## config.mk

```make
export PLATFORM = sky130hd
export DESIGN_NAME = shumezuesi_sekuencial_flat
export DESIGN_NICKNAME = d
export VERILOG_FILES = /design/src/rtl/cpu24_pkg.sv /design/src/rtl/shumezuesi_sekuencial_if.sv /design/src/rtl/Mbledhesi_1b.sv /design/src/rtl/mbledhesi_nb.sv /design/src/rtl/shumezuesi_sekuencial.sv /design/src/flat_wrapper.sv
export SDC_FILE = /design/constraint.sdc
export NUM_CORES = 1
export LEC_CHECK = 0
export CELL_PAD_IN_SITES_DETAIL_PLACEMENT = 0
export CELL_PAD_IN_SITES_GLOBAL_PLACEMENT = 1
export CORE_MARGIN = 5
export CORE_UTILIZATION = 40
export CTS_CLUSTER_SIZE = 24
export DETAILED_ROUTE_END_ITERATION = 8
export PLACE_DENSITY = 0.82
export SKIP_CTS_REPAIR_TIMING = 1
export SLEW_MARGIN = 15
export SYNTH_ARGS = -nofsm -noshare
export SYNTH_HDL_FRONTEND = slang
export SYNTH_SLANG_ARGS = --single-unit
```

## constraint.sdc

```tcl
create_clock -name Clock -period 11 [get_ports Clock]
set_input_delay 1.1 -clock Clock [delete_from_list [all_inputs] [get_ports Clock]]
set_output_delay 1.1 -clock Clock [all_outputs]
set_load 0.02 [all_outputs]
```

## src/rtl/cpu24_pkg.sv

```systemverilog
// cpu24_pkg: shared width and state encoding for the sequential multiplier
package cpu24_pkg;
    localparam int WIDTH = 24;
    typedef enum logic [1:0] {IDLE = 2'd0, CALC = 2'd1, DONE = 2'd2} shumezuesi_state_t;
endpackage

```

## src/rtl/shumezuesi_sekuencial_if.sv

```systemverilog
// shumezuesi_sekuencial_if: request/result bundle between control unit and multiplier
// Start/A/B flow master->slave; Busy/Done/Produkti/Overflow flow slave->master.
interface shumezuesi_sekuencial_if #(parameter int WIDTH = cpu24_pkg::WIDTH);
    logic               Start;
    logic [WIDTH-1:0]   A;
    logic [WIDTH-1:0]   B;
    logic               Busy;
    logic               Done;
    logic [2*WIDTH-1:0] Produkti;
    logic               Overflow;
    modport master (output Start, A, B, input Busy, Done, Produkti, Overflow);
    modport slave (input Start, A, B, output Busy, Done, Produkti, Overflow);
endinterface

```

## src/rtl/Mbledhesi_1b.sv

```systemverilog
// Mbledhesi_1b: 1-bit full-adder cell
// Ports: A, B, CIN addends in; Shuma sum out; COUT carry out.
module Mbledhesi_1b (
    input  logic A,
    input  logic B,
    input  logic CIN,
    output logic Shuma,
    output logic COUT
);
    assign Shuma = A ^ B ^ CIN;
    assign COUT  = (A & B) | (CIN & (A ^ B));
endmodule

```

## src/rtl/mbledhesi_nb.sv

```systemverilog
// mbledhesi_nb: WIDTH-bit ripple-carry adder chained from Mbledhesi_1b cells
// Ports: A, B addends; CIN carry in; Shuma WIDTH-bit sum; COUT final carry.
module mbledhesi_nb #(parameter int WIDTH = cpu24_pkg::WIDTH) (
    input  logic [WIDTH-1:0] A,
    input  logic [WIDTH-1:0] B,
    input  logic             CIN,
    output logic [WIDTH-1:0] Shuma,
    output logic             COUT
);
    logic [WIDTH:0] c;
    assign c[0] = CIN;
    assign COUT = c[WIDTH];
    for (genvar i = 0; i < WIDTH; i++) begin : g_bit
        Mbledhesi_1b u_fa (.A(A[i]), .B(B[i]), .CIN(c[i]), .Shuma(Shuma[i]), .COUT(c[i+1]));
    end
endmodule

```

## src/rtl/shumezuesi_sekuencial.sv

```systemverilog
// shumezuesi_sekuencial: radix-2 shift-and-add unsigned multiplier, WIDTH+1 edge latency
// Ports: Clock, Reset (sync, active-high); bus.slave carries Start/A/B in and
// Busy/Done/Produkti/Overflow out, all outputs registered.
module shumezuesi_sekuencial #(parameter int WIDTH = cpu24_pkg::WIDTH) (
    input  logic                   Clock,
    input  logic                   Reset,
    shumezuesi_sekuencial_if.slave bus
);
    import cpu24_pkg::*;
    localparam int CW = $clog2(WIDTH);
    localparam logic [CW-1:0] LAST = CW'(WIDTH - 1);
    shumezuesi_state_t  state_q;
    logic [CW-1:0]      cnt_q;
    logic [WIDTH-1:0]   mc_q;
    logic [2*WIDTH-1:0] acc_q, acc_d, prod_q;
    logic               busy_q, done_q, ovf_q;
    logic [WIDTH-1:0]   sum;
    logic               cout;
    mbledhesi_nb #(.WIDTH(WIDTH)) u_add (
        .A(acc_q[2*WIDTH-1:WIDTH]),
        .B(acc_q[0] ? mc_q : '0),
        .CIN(1'b0),
        .Shuma(sum),
        .COUT(cout)
    );
    // Carry lands in the top bit after the right shift, so nothing is lost.
    assign acc_d = {cout, sum, acc_q[WIDTH-1:1]};
    always_ff @(posedge Clock) begin
        if (Reset) begin
            state_q <= IDLE;
            cnt_q   <= '0;
            mc_q    <= '0;
            acc_q   <= '0;
            prod_q  <= '0;
            busy_q  <= 1'b0;
            done_q  <= 1'b0;
            ovf_q   <= 1'b0;
        end else begin
            case (state_q)
                CALC: begin
                    acc_q <= acc_d;
                    cnt_q <= cnt_q + 1'b1;
                    if (cnt_q == LAST) begin
                        state_q <= DONE;
                        busy_q  <= 1'b0;
                        done_q  <= 1'b1;
                        prod_q  <= acc_d;
                        ovf_q   <= |acc_d[2*WIDTH-1:WIDTH];
                    end
                end
                default: begin
                    done_q <= 1'b0;
                    if (bus.Start) begin
                        state_q <= CALC;
                        busy_q  <= 1'b1;
                        mc_q    <= bus.A;
                        acc_q   <= {{WIDTH{1'b0}}, bus.B};
                        cnt_q   <= '0;
                    end else begin
                        state_q <= IDLE;
                    end
                end
            endcase
        end
    end
    assign bus.Busy     = busy_q;
    assign bus.Done     = done_q;
    assign bus.Produkti = prod_q;
    assign bus.Overflow = ovf_q;
endmodule

```

## src/flat_wrapper.sv

```systemverilog
// flat-port wrapper written by rule: the top's interface ports become plain ports
module shumezuesi_sekuencial_flat import cpu24_pkg::*;
#(parameter int WIDTH = cpu24_pkg::WIDTH)
  (Clock, Reset, bus_Start, bus_A, bus_B, bus_Busy, bus_Done, bus_Produkti, bus_Overflow);
  shumezuesi_sekuencial_if #(.WIDTH(WIDTH)) bus_i ();
  input  logic Clock;
  input  logic Reset;
  input wire logic [$bits(bus_i.Start)-1:0] bus_Start;
  input wire logic [$bits(bus_i.A)-1:0] bus_A;
  input wire logic [$bits(bus_i.B)-1:0] bus_B;
  output wire logic [$bits(bus_i.Busy)-1:0] bus_Busy;
  output wire logic [$bits(bus_i.Done)-1:0] bus_Done;
  output wire logic [$bits(bus_i.Produkti)-1:0] bus_Produkti;
  output wire logic [$bits(bus_i.Overflow)-1:0] bus_Overflow;
  assign bus_i.Start = bus_Start;
  assign bus_i.A = bus_A;
  assign bus_i.B = bus_B;
  assign bus_Busy = bus_i.Busy;
  assign bus_Done = bus_i.Done;
  assign bus_Produkti = bus_i.Produkti;
  assign bus_Overflow = bus_i.Overflow;
  shumezuesi_sekuencial #(.WIDTH(WIDTH)) u_core (.Clock(Clock), .Reset(Reset), .bus(bus_i));
endmodule
```

==> results_dict.tcl <==
set metrics [dict create \
    synth_area_leaders "dfxtp_1, a22o_1, fa_1, mux2i_1, nand2_1" \
    antenna_found_initial 0 \
    power_leakage_nw 2.72 \
    synth_edf_count 0 \
    regArea_sq_um 2600 \
    maxCapViolCount 0 \
    wl_per_cell_microns 16.0 \
    r2r_start "u_core.acc_q[0]" \
    tightest_slew_ps 1090 \
    rrSetupSlack_ps 520 \
    end_kind "flip-flop" \
    ant_nets 0 \
    crit_required_ps 11290 \
    path_buf_inv 5 \
    drt_iter0_markers 296 \
    die_y_microns 124 \
    slew_violations 0 \
    ys_async_sr_fraction 0 \
    via_count 3899 \
    criticalPathCategory "reg2reg" \
    nNetsFinal 657 \
    insertedDiodeCount 0 \
    status "finished clean" \
    holdWs_ps 449 \
    netlist_area_sq_um 5180 \
    path_depth 32 \
    yosysMostFrequentCell "dfxtp_1" \
    power_density_nw_per_um2 160 \
    max_freq_mhz 95.4 \
    avgViaCountPerCell 5.10 \
    remaining_drc_errors 0 \
    clk_latency_ps 410 \
    routed_wirelength_microns 12300 \
    cp_common_cell "fa_1" \
    holdPathEnd "u_core.mc_q[12]" \
    finalCritPeriodShare 0.953 \
    rsz0062_at_grt "no" \
    hold_path.startpoint "u_core.mc_q[12]" \
    numPortBuffers 101 \
    setup_violations 0 \
    grt_pass1_wl_microns 20200 \
    fp-row-count 41 \
    cp_slowest_cell "fa_1" \
    syn_nets 568 \
    synth_top_area_frac 0.502 \
    yosysWarnings 0 \
    area_delta_synth_final_pct 31.6 \
    reg2reg_depth 32 \
    grt_use_total 0.170 \
    synth_area_per_cell_sq_um 10.5 \
    drive_above_1_share 0.0693 \
    htreeDepth 4 \
    wl_met3_microns 730 \
    vdd_drop_max_v 0.0000762 \
    io_pins 102 \
    core-area_sq_um 12700 \
    relSlewSlack 0.275 \
    ys_seq_area_frac 0.502 \
    syn-instance-count 492 \
    netlist.top_cell.by_area "dfxtp_1" \
    fin_tns_setup_ps 0 \
    synth_seq_cells 130 \
    cts.sinks 130 \
    met1Wirelength_microns 5520 \
    top_layer "met4" \
    ctsLongestPathBuffers 2 \
    synthTopCellsByCount "dfxtp_1, a22o_1, nand2_1" \
    synthDistinctLibCells 36 \
    final_hold_viol_count 0 \
    fillerInstances 1174 \
    gp_congestion 0.784 \
    cp_top_family "adder cells" \
    crit_path_max_fanout 3 \
    holdPathStages 2 \
    numCtsBuffers 17 \
    ys.flop_type "dfxtp_1" \
    grt_pass1_vias 3985 \
    dp_hpwl_microns 8350 \
    grt_max_degree 60 \
    r2r_end "u_core.bus.Overflow" \
    die_area_sq_um 15300 \
    initial_utilization 0.409 \
    cts_root_buffer "clkbuf_16" \
    cts.clk_slew.worst_paths_ps 50 \
    clock_skew_ps 5.92 \
    gr-total-overflow 0 \
    arrival_ps 10780 \
    cp-start-kind "flip-flop" \
    first_pass_iters 6 \
    post-route-min-period_ps 10480 \
    slowest_delay_ps 440 \
    route.met2.wl_microns 5810 \
    multiInputGateArea_sq_um 2370 \
    cts_tree "done" \
    min_path_type "reg2reg" \
    die_width_microns 124 \
]
registers in the layout, indices dropped and copies added, names as in the netlist:
| name | cells |
|---|---|
| u_core.state_q | 2 |
| u_core.acc_q | 48 |
| u_core.bus.Overflow | 1 |
| u_core.bus.Produkti | 48 |
| u_core.mc_q | 24 |
| u_core.cnt_q | 5 |
| u_core.bus.Busy | 1 |
| u_core.bus.Done | 1 |
cell usage in the layout, fill, tap and decap left out, drive strengths merged:
cell	instances
clkbuf	24
a211oi	24
and4b	1
nor2	37
dfxtp	130
fa	23
mux2i	25
o32a	1
clkinv	5
nand2b	2
buf	6
o21a	1
and2	21
nor2b	3
ha	2
a22o	62
bufinv	1
a21oi	28
o2bb2ai	5
nand3b	1
inv	10
nor3	2
nand3	1
nand4b	1
nand2	59
clkdlybuf4s50	99
nor4	4
nand4	4
a31oi	2
o21ai	8
worst max path at each step:
stage                          startpoint                   to  slack (ps)
final                     u_core.acc_q[0]  u_core.bus.Overflow         520
after global routing      u_core.acc_q[0]  u_core.bus.Overflow          40
after CTS                 u_core.acc_q[0]  u_core.bus.Overflow         430
after detailed placement  u_core.acc_q[0]  u_core.bus.Overflow         490
after global placement    u_core.acc_q[0]  u_core.bus.Overflow         640
after floorplan           u_core.acc_q[0]  u_core.bus.Overflow         930
area by class of cell:
cell class / count / area share
tap: 172 / 0.0316
sequential: 130 / 0.382
timing repair buffer: 105 / 0.154
clock buffer: 24 / 0.0721
inverter: 10 / 0.00550
multi-input combinational: 317 / 0.347
clock inverter: 6 / 0.00807
metal layers:
layer / vias up / GRT usage
li1: 1918 / -
met1: 1842 / 0.213
met2: 120 / 0.272
met3: 19 / 0.0518
met4: 0 / 0.0706
met5: - / 0
through the flow:
stage / instances / setup WS (ps) / utilization / total power [mW] / area (sq um)
after floorplan: 492 / 926 / - / 0.551 / 5180
after global placement: 733 / 643 / 0.493 / 0.580 / 6250
after detailed placement: 733 / 492 / 0.493 / 0.582 / 6250
after CTS: 763 / 426 / 0.536 / 1.10 / 6790
after global routing: 764 / 42.7 / 0.538 / 1.14 / 6820
final: 764 / 516 / 0.538 / 1.09 / 6820
logic make-up (layout without fill, tap and decap cells):
kind of cell	count (synthesis)	count (layout)	share of synthesized area
buffers and inverters	45	145	0.0437
and+or+nand+nor	136	136	0.124
AOI/OAI and AO/OA	131	131	0.189
adders and majority gates	25	25	0.0937
DFF	130	130	0.502
muxes	25	25	0.0483
worst register-to-register path, delay by kind of cell (launching register included):
kind                       cells  cell delay [ps]
adders and majority gates     24             9060
DFF                            1              320
and+or+nand+nor                2              280
AOI/OAI and AO/OA              1              370
buffers and inverters          5              350
where the power goes:
| group | total [mW] | switching (mW) | leakage [nW] | internal, mW |
|---|---|---|---|---|
| Combinational | 0.0781 | 0.0413 | 1.38 | 0.0368 |
| Sequential | 0.495 | 0.00923 | 1.06 | 0.486 |
| Clock | 0.519 | 0.189 | 0.275 | 0.330 |
| Total | 1.09 | 0.240 | 2.72 | 0.852 |
Power figures use the tool's default switching activity.
